[config.mk]
export PLATFORM = sky130hd
export DESIGN_NAME = video_timing_monitor
export DESIGN_NICKNAME = d
export VERILOG_FILES = /design/src/rtl/video_timing_monitor.sv
export SDC_FILE = /design/constraint.sdc
export NUM_CORES = 1
export LEC_CHECK = 0
export ABC_AREA = 1
export CAP_MARGIN = 20
export CORE_MARGIN = 10
export CORE_UTILIZATION = 40
export DETAILED_ROUTE_END_ITERATION = 10
export GPL_TIMING_DRIVEN = 0
export PLACE_DENSITY = 0.64
export SYNTH_ARGS = -nofsm -noshare
export SYNTH_HDL_FRONTEND = slang
export SYNTH_SLANG_ARGS = --single-unit
[constraint.sdc]
create_clock -name i_clk -period 18.45 [get_ports i_clk]
set_input_delay 3.69 -clock i_clk [delete_from_list [all_inputs] [get_ports i_clk]]
set_output_delay 3.69 -clock i_clk [all_outputs]
set_load 0.005 [all_outputs]
[src/rtl/video_timing_monitor.sv]
// Receive-side raster probe: measures line/frame geometry, sync widths and a CRC-16
// of active pixels per frame, and reports lock/stability and loss-of-hsync timeout.
module video_timing_monitor #(
   parameter int HCNT_W        = 10,
   parameter int VCNT_W        = 10,
   parameter int STABLE_FRAMES = 2
) (
   input  logic              i_clk,
   input  logic              reset,
   input  logic              ce_pixel,
   input  logic              hblank,
   input  logic              vblank,
   input  logic              hsync,
   input  logic              vsync,
   input  logic [3:0]        r,
   input  logic [3:0]        g,
   input  logic [3:0]        b,
   output logic [HCNT_W-1:0] h_total,
   output logic [HCNT_W-1:0] h_active,
   output logic [HCNT_W-1:0] h_sync_w,
   output logic [VCNT_W-1:0] v_total,
   output logic [VCNT_W-1:0] v_active,
   output logic [VCNT_W-1:0] v_sync_w,
   output logic [15:0]       frame_crc,
   output logic              frame_valid,
   output logic              locked,
   output logic              timeout
);

   typedef enum logic [1:0] {S_DISARMED = 2'd0, S_ARMED = 2'd1, S_RUN = 2'd2} state_t;

   localparam logic [HCNT_W-1:0] HC_MAX   = '1;
   localparam logic [3:0]        STAB_MIN = 4'(STABLE_FRAMES - 1);

   state_t state_q, state_d;

   logic              hs_prev_q, hs_prev_d, hb_prev_q, hb_prev_d, vs_prev_q, vs_prev_d;
   logic [HCNT_W-1:0] hc_q, hc_d, hsc_q, hsc_d, hac_q, hac_d;
   logic [HCNT_W-1:0] line_tot_q, line_tot_d, hsync_sh_q, hsync_sh_d, h_act_sh_q, h_act_sh_d;
   logic [VCNT_W-1:0] vc_q, vc_d, vac_q, vac_d, vsc_q, vsc_d, vsync_sh_q, vsync_sh_d;
   logic [15:0]       crc_q, crc_d;
   logic [HCNT_W-1:0] h_total_q, h_total_d, h_active_q, h_active_d, h_sync_w_q, h_sync_w_d;
   logic [VCNT_W-1:0] v_total_q, v_total_d, v_active_q, v_active_d, v_sync_w_q, v_sync_w_d;
   logic [15:0]       frame_crc_q, frame_crc_d;
   logic              frame_valid_q, frame_valid_d, timeout_q, timeout_d;
   logic [3:0]        stab_q, stab_d;

   logic hs_rise, hs_fall, hb_rise, vs_rise, vs_fall, to_hit, publish;

   function automatic logic [HCNT_W-1:0] hinc(input logic [HCNT_W-1:0] x);
      return (x == '1) ? x : x + 1'b1;
   endfunction

   function automatic logic [VCNT_W-1:0] vinc(input logic [VCNT_W-1:0] x);
      return (x == '1) ? x : x + 1'b1;
   endfunction

   // CCITT 0x1021, 12 bits per pixel, MSB first
   function automatic logic [15:0] crc12(input logic [15:0] c, input logic [11:0] d);
      logic [15:0] x;
      x = c;
      for (int i = 11; i >= 0; i--)
         x = {x[14:0], 1'b0} ^ ((x[15] ^ d[i]) ? 16'h1021 : 16'h0000);
      return x;
   endfunction

   always_comb begin
      hs_rise = ce_pixel &  hsync  & ~hs_prev_q;
      hs_fall = ce_pixel & ~hsync  &  hs_prev_q;
      hb_rise = ce_pixel &  hblank & ~hb_prev_q;
      vs_rise = ce_pixel &  vsync  & ~vs_prev_q;
      vs_fall = ce_pixel & ~vsync  &  vs_prev_q;
      // hc would land on all-ones this pixel with no hsync to restart it
      to_hit  = ce_pixel & ~hs_rise & (hc_q >= HC_MAX - 1'b1);
      publish = vs_rise & ~to_hit & (state_q != S_DISARMED);
   end

   // FSM: state register
   always_ff @(posedge i_clk or posedge reset) begin
      if (reset) state_q <= S_DISARMED;
      else       state_q <= state_d;
   end

   // FSM: next state
   always_comb begin
      state_d = state_q;
      if (to_hit)
         state_d = S_DISARMED;
      else if (vs_rise)
         state_d = (state_q == S_DISARMED) ? S_ARMED : S_RUN;
   end

   // FSM: outputs
   always_comb begin
      locked = (state_q == S_RUN) && !timeout_q && (stab_q >= STAB_MIN);
   end

   always_comb begin
      hs_prev_d = hs_prev_q;  hb_prev_d = hb_prev_q;  vs_prev_d = vs_prev_q;
      hc_d = hc_q;  hsc_d = hsc_q;  hac_d = hac_q;
      line_tot_d = line_tot_q;  hsync_sh_d = hsync_sh_q;  h_act_sh_d = h_act_sh_q;
      vc_d = vc_q;  vac_d = vac_q;  vsc_d = vsc_q;  vsync_sh_d = vsync_sh_q;
      crc_d = crc_q;
      h_total_d = h_total_q;  h_active_d = h_active_q;  h_sync_w_d = h_sync_w_q;
      v_total_d = v_total_q;  v_active_d = v_active_q;  v_sync_w_d = v_sync_w_q;
      frame_crc_d = frame_crc_q;
      frame_valid_d = 1'b0;
      timeout_d = timeout_q;
      stab_d = stab_q;

      if (ce_pixel) begin
         hs_prev_d = hsync;  hb_prev_d = hblank;  vs_prev_d = vsync;
         hc_d = hs_rise ? HCNT_W'(1) : hinc(hc_q);
         if (hs_rise) begin
            line_tot_d = hc_q;
            vc_d       = vinc(vc_q);
         end
         if (hs_fall) begin
            hsync_sh_d = hsc_q;
            hsc_d      = '0;
         end else if (hsync) hsc_d = hinc(hsc_q);
         if (hb_rise) begin
            if (!vblank) begin
               h_act_sh_d = hac_q;
               vac_d      = vinc(vac_q);
            end
            hac_d = '0;
         end else if (!hblank) hac_d = hinc(hac_q);
         if (vs_fall) begin
            vsync_sh_d = vsc_q;
            vsc_d      = '0;
         end else if (vsync && hs_rise) vsc_d = vinc(vsc_q);
         if (!hblank && !vblank) crc_d = crc12(crc_q, {r, g, b});
         if (hs_rise) timeout_d = 1'b0;
         else if (to_hit) begin
            timeout_d = 1'b1;
            stab_d    = '0;
         end
      end

      // publish uses this pixel's updates so a coincident hsync rise closes the old frame
      if (publish) begin
         h_total_d  = line_tot_d;  h_active_d = h_act_sh_d;  h_sync_w_d = hsync_sh_d;
         v_total_d  = vc_d;        v_active_d = vac_d;       v_sync_w_d = vsync_sh_d;
         frame_crc_d   = crc_d;
         frame_valid_d = 1'b1;
         if (state_q == S_RUN && line_tot_d == h_total_q && h_act_sh_d == h_active_q &&
             vc_d == v_total_q && vac_d == v_active_q)
            stab_d = (stab_q == 4'hF) ? stab_q : stab_q + 4'd1;
         else
            stab_d = '0;
      end
      if (vs_rise && !to_hit) begin
         vc_d  = '0;
         vac_d = '0;
         crc_d = 16'hFFFF;
      end
   end

   always_ff @(posedge i_clk or posedge reset) begin
      if (reset) begin
         hs_prev_q <= 1'b0;  hb_prev_q <= 1'b0;  vs_prev_q <= 1'b0;
         hc_q <= '0;  hsc_q <= '0;  hac_q <= '0;
         line_tot_q <= '0;  hsync_sh_q <= '0;  h_act_sh_q <= '0;
         vc_q <= '0;  vac_q <= '0;  vsc_q <= '0;  vsync_sh_q <= '0;
         crc_q <= 16'hFFFF;
         h_total_q <= '0;  h_active_q <= '0;  h_sync_w_q <= '0;
         v_total_q <= '0;  v_active_q <= '0;  v_sync_w_q <= '0;
         frame_crc_q <= '0;  frame_valid_q <= 1'b0;  timeout_q <= 1'b0;  stab_q <= '0;
      end else begin
         hs_prev_q <= hs_prev_d;  hb_prev_q <= hb_prev_d;  vs_prev_q <= vs_prev_d;
         hc_q <= hc_d;  hsc_q <= hsc_d;  hac_q <= hac_d;
         line_tot_q <= line_tot_d;  hsync_sh_q <= hsync_sh_d;  h_act_sh_q <= h_act_sh_d;
         vc_q <= vc_d;  vac_q <= vac_d;  vsc_q <= vsc_d;  vsync_sh_q <= vsync_sh_d;
         crc_q <= crc_d;
         h_total_q <= h_total_d;  h_active_q <= h_active_d;  h_sync_w_q <= h_sync_w_d;
         v_total_q <= v_total_d;  v_active_q <= v_active_d;  v_sync_w_q <= v_sync_w_d;
         frame_crc_q <= frame_crc_d;  frame_valid_q <= frame_valid_d;
         timeout_q <= timeout_d;  stab_q <= stab_d;
      end
   end

   assign h_total     = h_total_q;
   assign h_active    = h_active_q;
   assign h_sync_w    = h_sync_w_q;
   assign v_total     = v_total_q;
   assign v_active    = v_active_q;
   assign v_sync_w    = v_sync_w_q;
   assign frame_crc   = frame_crc_q;
   assign frame_valid = frame_valid_q;
   assign timeout     = timeout_q;

endmodule

== After elaboration in Yosys (flattened, before gate mapping) ==
Index checks and enable logic that the tools add are counted.

* $add $sub $neg: 7
* Order comparisons: 2
* Equal/unequal tests: 19
* Mux-type cells: 56
* Bitwise gates (word level): 45
* Reductions and logical operators: 27

{| class="wikitable"
|+ Operators with widths
! operator !! count
|-
| 2-to-1 mux 10 bit || 29
|-
| XOR 16 x 13 -> 16 bit || 12
|-
| 2-to-1 mux 13 bit || 12
|-
| adder 10 x 1 -> 10 bit, second input constant || 6
|-
| equality test 10 bit, second input constant || 6
|-
| 2-to-1 mux 16 bit || 3
|-
| equality test 10 bit || 4
|-
| 2-to-1 mux 4 bit || 6
|-
| AND 1 bit || 14
|-
| nonzero test 2 bit || 7
|-
| XOR 1 bit || 12
|-
| greater-or-equal comparator 10 bit, second input constant || 1
|-
| logical AND 1 bit || 9
|-
| AND reduction 3 bit || 3
|-
| inequality test 2 bit, second input constant || 4
|-
| NOT 1 bit || 7
|-
| 2-to-1 mux 2 bit || 3
|-
| adder 4 x 1 -> 4 bit, second input constant || 1
|-
| equality test 4 bit, second input constant || 1
|-
| greater-or-equal comparator 4 x 1 -> 1 bit, second input constant || 1
|-
| zero test 1 bit || 4
|-
| inequality test 2 x 1 -> 1 bit, second input constant || 2
|-
| AND reduction 2 bit || 2
|-
| AND reduction 4 bit || 1
|-
| 4 further kinds || 6
|}

* Register bits: 203
* Input bits: 19
* Output and inout port bits: 79
* Logic and storage cells: 181

== Longest topological paths before layout ==
* Depth after elaboration: 39
* Mapped depth: 18
* Depth with buffers taken out: 18

== Least setup slack after synthesis ==
OpenSTA, ideal clock, no wires.

* Kind: input to register
* Start point: input port r[1]
* End point: register frame_crc_q[13], in the netlist frame_crc[13]
* Library setup time: 0.133 ns
* Arrival time: 5.101 ns
* Required time: 18.317 ns
* Setup slack: 13.216 ns
* Stages on the path: 9
* Path buffers: 0
* Cells stage by stage: xnor2_1 -> xnor2_1 -> inv_1 -> or2_2 -> nand2_1 -> a21oi_1 -> o21ai_0 -> a21boi_0 -> o21ai_0

* Word-level cells in the longest chain between the ends: 18

{| class="wikitable"
|+ RTL lines
! what !! RTL line !! RTL
|-
| from (decl) || 15 || <nowiki>input logic [3:0] r,</nowiki>
|-
| XOR 1 bit || 63 || <nowiki>x = {x[14:0], 1'b0} ^ ((x[15] ^ d[i]) ? 16'h1021 : 16'h0000);</nowiki>
|-
| 2-to-1 mux 13 bit || 63 ||
|-
| XOR 16 x 13 -> 16 bit (4 in series) || 63 ||
|-
| XOR 1 bit || 63 ||
|-
| 2-to-1 mux 13 bit || 63 ||
|-
| XOR 16 x 13 -> 16 bit (4 in series) || 63 ||
|-
| XOR 1 bit || 63 ||
|-
| 2-to-1 mux 13 bit || 63 ||
|-
| XOR 16 x 13 -> 16 bit (2 in series) || 63 ||
|-
| 2-to-1 mux 16 bit || 133 || <nowiki>if (!hblank && !vblank) crc_d = crc12(crc_q, {r, g, b});</nowiki>
|-
| 2-to-1 mux 16 bit || 111 || <nowiki>if (ce_pixel) begin</nowiki>
|-
| to (signal assigned) || 178 || <nowiki>frame_crc_q <= frame_crc_d; frame_valid_q <= frame_valid_d;</nowiki>
|-
| to (decl) || 44 || <nowiki>logic [15:0] frame_crc_q, frame_crc_d;</nowiki>
|}

Every way passes these cells.
A chain may end at the register's enable or synchronous reset.

== Worst setup path in the final report ==
* Start point: register stab_q[0]
* End point: output port locked

* Word-level cells in the longest chain between the ends: 2

{| class="wikitable"
|+ RTL lines
! what !! RTL line !! RTL
|-
| from (decl) || 46 || <nowiki>logic [3:0] stab_q, stab_d;</nowiki>
|-
| from (signal assigned) || 179 || <nowiki>timeout_q <= timeout_d; stab_q <= stab_d;</nowiki>
|-
| greater-or-equal comparator 4 x 1 -> 1 bit || 95 || <nowiki>locked = (state_q == S_RUN) && !timeout_q && (stab_q >= STAB_MIN);</nowiki>
|-
| logical AND 1 bit || 95 ||
|-
| to (decl) || 26 || <nowiki>output logic locked,</nowiki>
|}

Every way passes these cells.

==> impl_results.html <==
<table>
<tr><th>Metric</th><th>Value</th></tr>
<tr><th colspan="2">Outcome</th></tr>
<tr><td>Outcome</td><td>finished clean</td></tr>
<tr><th colspan="2">Synthesis</th></tr>
<tr><td>Number of flops mapped to enable cells by yosys</td><td>0</td></tr>
<tr><td>Synthesized Nets</td><td>approximately 1,400</td></tr>
<tr><td>Synth top cells by count</td><td>463 x sky130_fd_sc_hd__nand2_1, 187 x sky130_fd_sc_hd__dfrtp_1, 152 x sky130_fd_sc_hd__inv_1</td></tr>
<tr><td>Biggest area consumer among synthesized cells</td><td>sky130_fd_sc_hd__dfrtp_1</td></tr>
<tr><td>Top post-synthesis cells by area</td><td>sky130_fd_sc_hd__dfrtp_1 44%, sky130_fd_sc_hd__nand2_1 16%, sky130_fd_sc_hd__o21ai_0 5.6%, sky130_fd_sc_hd__inv_1 5.4%, sky130_fd_sc_hd__nand3_1 4.3%</td></tr>
<tr><td>Synth top area share</td><td>0.442</td></tr>
<tr><td>Distinct cell type count of the synthesized netlist</td><td>49</td></tr>
<tr><td>Most frequently used cell type in the post-synthesis netlist</td><td>sky130_fd_sc_hd__nand2_1</td></tr>
<tr><td>Proportion of synthesized chip area in sequential cells</td><td>0.481</td></tr>
<tr><td>Flip-flop and latch count after synthesis</td><td>roughly 200</td></tr>
<tr><td>Synthesized cell area</td><td>about 11,000 um^2</td></tr>
<tr><td>Most used flip-flop cell after synthesis</td><td>sky130_fd_sc_hd__dfrtp_1</td></tr>
<tr><td>Number of warning messages in the yosys log</td><td>0</td></tr>
<tr><td>Instance count of the mapped netlist</td><td>between 1,000 and 1,500</td></tr>
<tr><td>Mean Syn Cell Area</td><td>7.74 um^2</td></tr>
<tr><td>Post-synthesis async set-or-reset flop share</td><td>1.00</td></tr>
<tr><th colspan="2">Timing</th></tr>
<tr><td>Final total negative setup slack</td><td>0 ps</td></tr>
<tr><td>Post-route minimum period</td><td>just under 6000 ps</td></tr>
<tr><td>Post-route fraction of the period consumed by the critical path</td><td>0.317</td></tr>
<tr><td>Worst-case headroom to the max-slew limit</td><td>0.519</td></tr>
<tr><td>Setup clock skew after layout</td><td>approximately 16 ps</td></tr>
<tr><td>Number of setup violations in the final report</td><td>0</td></tr>
<tr><td>Final count of hold timing violations</td><td>0</td></tr>
<tr><td>Unrepaired setup endpoints after global routing</td><td>false</td></tr>
<tr><td>Number of pins exceeding their max-slew limit in the final report</td><td>0</td></tr>
<tr><td>Transition time at the pin with the least slew margin</td><td>722 ps</td></tr>
<tr><td>Highest clock frequency the design can meet</td><td>171 MHz</td></tr>
<tr><td>Final hold slack</td><td>458 ps</td></tr>
<tr><th colspan="2">Clock tree</th></tr>
<tr><td>Maximum clock path buffer count</td><td>3</td></tr>
<tr><td>Number of buffers created by CTS</td><td>23</td></tr>
<tr><td>Library cell used as clock root buffer</td><td>sky130_fd_sc_hd__clkbuf_16</td></tr>
<tr><td>Number of H-tree branching levels</td><td>1</td></tr>
<tr><td>Register clock-pin slew on the reported worst setup and hold paths</td><td>around 60 ps</td></tr>
<tr><td>CTS resizes</td><td>0</td></tr>
<tr><td>CTS sink cnt</td><td>between 200 and 250</td></tr>
<tr><td>Setup fix buffers added after clock tree synthesis</td><td>0</td></tr>
<tr><td>Clock tree from TritonCTS</td><td>done</td></tr>
<tr><td>Clock insertion delay at the later pin of the skew report</td><td>around 520 ps</td></tr>
<tr><td>Total of hold buffers inserted after clock tree synthesis</td><td>0</td></tr>
<tr><th colspan="2">Detailed routing</th></tr>
<tr><td>Number of nets with antenna violations after routing</td><td>0</td></tr>
<tr><td>Total iterations of the first detailed-routing run</td><td>5</td></tr>
<tr><td>Total Wirelength</td><td>~28,000 um</td></tr>
<tr><td>Routed len/inst</td><td>15.0 um</td></tr>
<tr><td>Number of DRC markers in iteration 0</td><td>between 600 and 700</td></tr>
<tr><td>Via count</td><td>9,130</td></tr>
<tr><td>Vias per cell</td><td>roughly 5.0</td></tr>
<tr><td>Remaining DRCs</td><td>0</td></tr>
<tr><th colspan="2">Critical path</th></tr>
<tr><td>Cell type of the slowest stage on the worst timing path</td><td>sky130_fd_sc_hd__clkdlybuf4s50_1</td></tr>
<tr><td>Signal arrival time at the worst endpoint</td><td>between 2000 and 2500 ps</td></tr>
<tr><td>Type of element capturing the critical path</td><td>output pin</td></tr>
<tr><td>Chain of cells forming the critical path</td><td>inv_1 &gt; ha_1 &gt; a311oi_1 &gt; clkdlybuf4s50_1</td></tr>
<tr><td>Kind of launch point of the worst setup path</td><td>register</td></tr>
<tr><td>Critical Path Fanout Max</td><td>5</td></tr>
<tr><td>Stage delay of the slowest cell on the critical path</td><td>620 ps</td></tr>
<tr><td>Critical path required time</td><td>approximately 15,000 ps</td></tr>
<tr><td>Register-to-register path setup slack</td><td>~16,000 ps</td></tr>
<tr><td>Critical path type</td><td>register to output pin</td></tr>
<tr><th colspan="2">Power</th></tr>
<tr><td>Worst IR Drop VDD</td><td>roughly 0.12 mV</td></tr>
<tr><td>Sw frac</td><td>0.340</td></tr>
<tr><td>Power Internal</td><td>1.10 mW</td></tr>
<tr><td>Share of power burned in the clock network</td><td>0.275</td></tr>
<tr><td>Net switching power</td><td>0.566 mW</td></tr>
<tr><td>LEAKAGE</td><td>6.30 nW</td></tr>
<tr><td>Combinational power share</td><td>0.334</td></tr>
<tr><td>Power density over the cells</td><td>roughly 130 nW/um^2</td></tr>
<tr><td>Sequential power share</td><td>0.392</td></tr>
<tr><th colspan="2">Global routing</th></tr>
<tr><td>Global-route total usage across every layer</td><td>0.163</td></tr>
<tr><td>Initial antenna violation count</td><td>0</td></tr>
<tr><td>Overall overflow remaining after global route</td><td>0</td></tr>
<tr><td>Maximum number of pins on one net before global-route repair</td><td>between 100 and 150</td></tr>
<tr><td>Wire length of the first global-routing pass</td><td>between 40,000 and 50,000 um</td></tr>
<tr><td>Number of global-route vias before repair</td><td>between 8,000 and 9,000</td></tr>
<tr><th colspan="2">Floorplan</th></tr>
<tr><td>Die height</td><td>between 150 and 200 um</td></tr>
<tr><td>Die Footprint</td><td>33,400 um^2</td></tr>
<tr><td>Starting density of the core</td><td>0.407</td></tr>
<tr><td>Std cell rows</td><td>a little under 60</td></tr>
<tr><td>Num ports</td><td>roughly 100</td></tr>
<tr><td>Placeable core area</td><td>around 26,000 um^2</td></tr>
<tr><td>Horizontal die dimension</td><td>between 150 and 200 um</td></tr>
<tr><th colspan="2">Placement</th></tr>
<tr><td>Detailed-placement wirelength estimate</td><td>just over 20,000 um</td></tr>
<tr><td>Quantity of I/O buffers inserted on ports</td><td>between 90 and 100</td></tr>
<tr><td>RePlAce Congestion</td><td>0.890</td></tr>
<tr><th colspan="2">Layout</th></tr>
<tr><td>Area Growth Syn to Fin</td><td>20.3%</td></tr>
<tr><td>Nets</td><td>roughly 1,500</td></tr>
<tr><td>Number of antenna repair diodes</td><td>0</td></tr>
<tr><td>Fraction of final layout cells with drive strength greater than 1</td><td>0.0857</td></tr>
<tr><th colspan="2">Flow run</th></tr>
<tr><td>Max capacitance violation total</td><td>0</td></tr>
<tr><th colspan="2">Min path</th></tr>
<tr><td>Type of the worst min-delay path</td><td>register to register</td></tr>
</table>
-- placed cells by master (no fill, tap or decap), types with 20 or more instances in the layout --
cell	Yosys	routed
sky130_fd_sc_hd__clkbuf_16	0	23
sky130_fd_sc_hd__inv_1	152	151
sky130_fd_sc_hd__nand4_1	21	21
sky130_fd_sc_hd__nor2_1	87	87
sky130_fd_sc_hd__o21ai_0	119	119
sky130_fd_sc_hd__clkdlybuf4s50_1	0	95
sky130_fd_sc_hd__clkbuf_1	14	20
sky130_fd_sc_hd__nand3_1	92	92
sky130_fd_sc_hd__a21oi_1	33	33
sky130_fd_sc_hd__dfrtp_1	187	187
sky130_fd_sc_hd__nand2_1	463	463
-- critical path: cells and delay by family, from the launching register on --
kind | cells | cell delay [ps]
adders and majority gates | 1 | 190
buffers and inverters | 2 | 700
AOI/OAI and AO/OA | 1 | 340
DFF | 1 | 410
-- through the flow --
stage | cell area [um^2] | total power, mW | cells | setup WS, ps | utilization
2_1_floorplan | 10600 | 0.980 | 1369 | 9250 | -
3_3_place_gp | 12000 | 1.21 | 1799 | 6250 | 0.459
3_5_place_dp | 12000 | 1.22 | 1800 | 12250 | 0.461
4_1_cts | 12700 | 1.69 | 1841 | 12570 | 0.489
5_1_grt | 12700 | 1.79 | 1841 | 12480 | 0.489
6_report | 12700 | 1.66 | 1841 | 12610 | 0.489
-- final timing paths --
| check | from | end | depth (start not counted) |
|---|---|---|---|
| min in group asynchronous | reset | v_sync_w[3]$_DFFE_PP0P_ | 2 |
| worst max-delay path | stab_q[0]$_DFFE_PP0P_ | locked | 4 |
| max in group asynchronous | reset | hac_q[4]$_DFFE_PP0P_ | 3 |
| worst min register to register | vsc_q[5]$_DFFE_PP0P_ | vsc_q[5]$_DFFE_PP0P_ | 1 |
| worst max register to register | hs_prev_q$_DFFE_PP0P_ | h_active[6]$_DFFE_PP0P_ | 10 |
| worst min-delay path | vsc_q[5]$_DFFE_PP0P_ | vsc_q[5]$_DFFE_PP0P_ | 1 |
-- routing by layer --
metal	up-vias	wire length [um]	track usage
met5	-	0	0
met4	0	510	0.0349
met3	39	1860	0.0433
met2	183	12900	0.266
met1	4298	12400	0.215
li1	4610	-	-
-- power groups by stage --
stage / sequential [mW] / combinational [mW] / clock [mW]
floorplan: 0.645 / 0.334 / 0
global placement: 0.656 / 0.554 / 0
detailed placement: 0.659 / 0.561 / 0
CTS: 0.653 / 0.565 / 0.468
global route: 0.668 / 0.635 / 0.485
finish: 0.652 / 0.556 / 0.457
-- logic make-up after synthesis --
kind of cell             after synthesis  synth area share
adder cells (fa/ha/maj)               10            0.0118
multiplexers                           4           0.00378
AND/OR/NAND/NOR                      744             0.309
AO/OA/AOI/OAI                        172            0.0856
flip-flops                           203             0.481
XOR/XNOR                              36            0.0298
buffers and inverters                200            0.0793
-- final cells by class --
type                    count  area (um^2)
fillers                  2486        13300
multi-input cells         966         4660
inverters                 161          614
well taps                 335          419
repair buffers             96          978
clock buffers              33          653
flip-flops and latches    203         5100
clock inverters             8         93.8
plain buffers              39          234
Power figures use the tool's default switching activity.
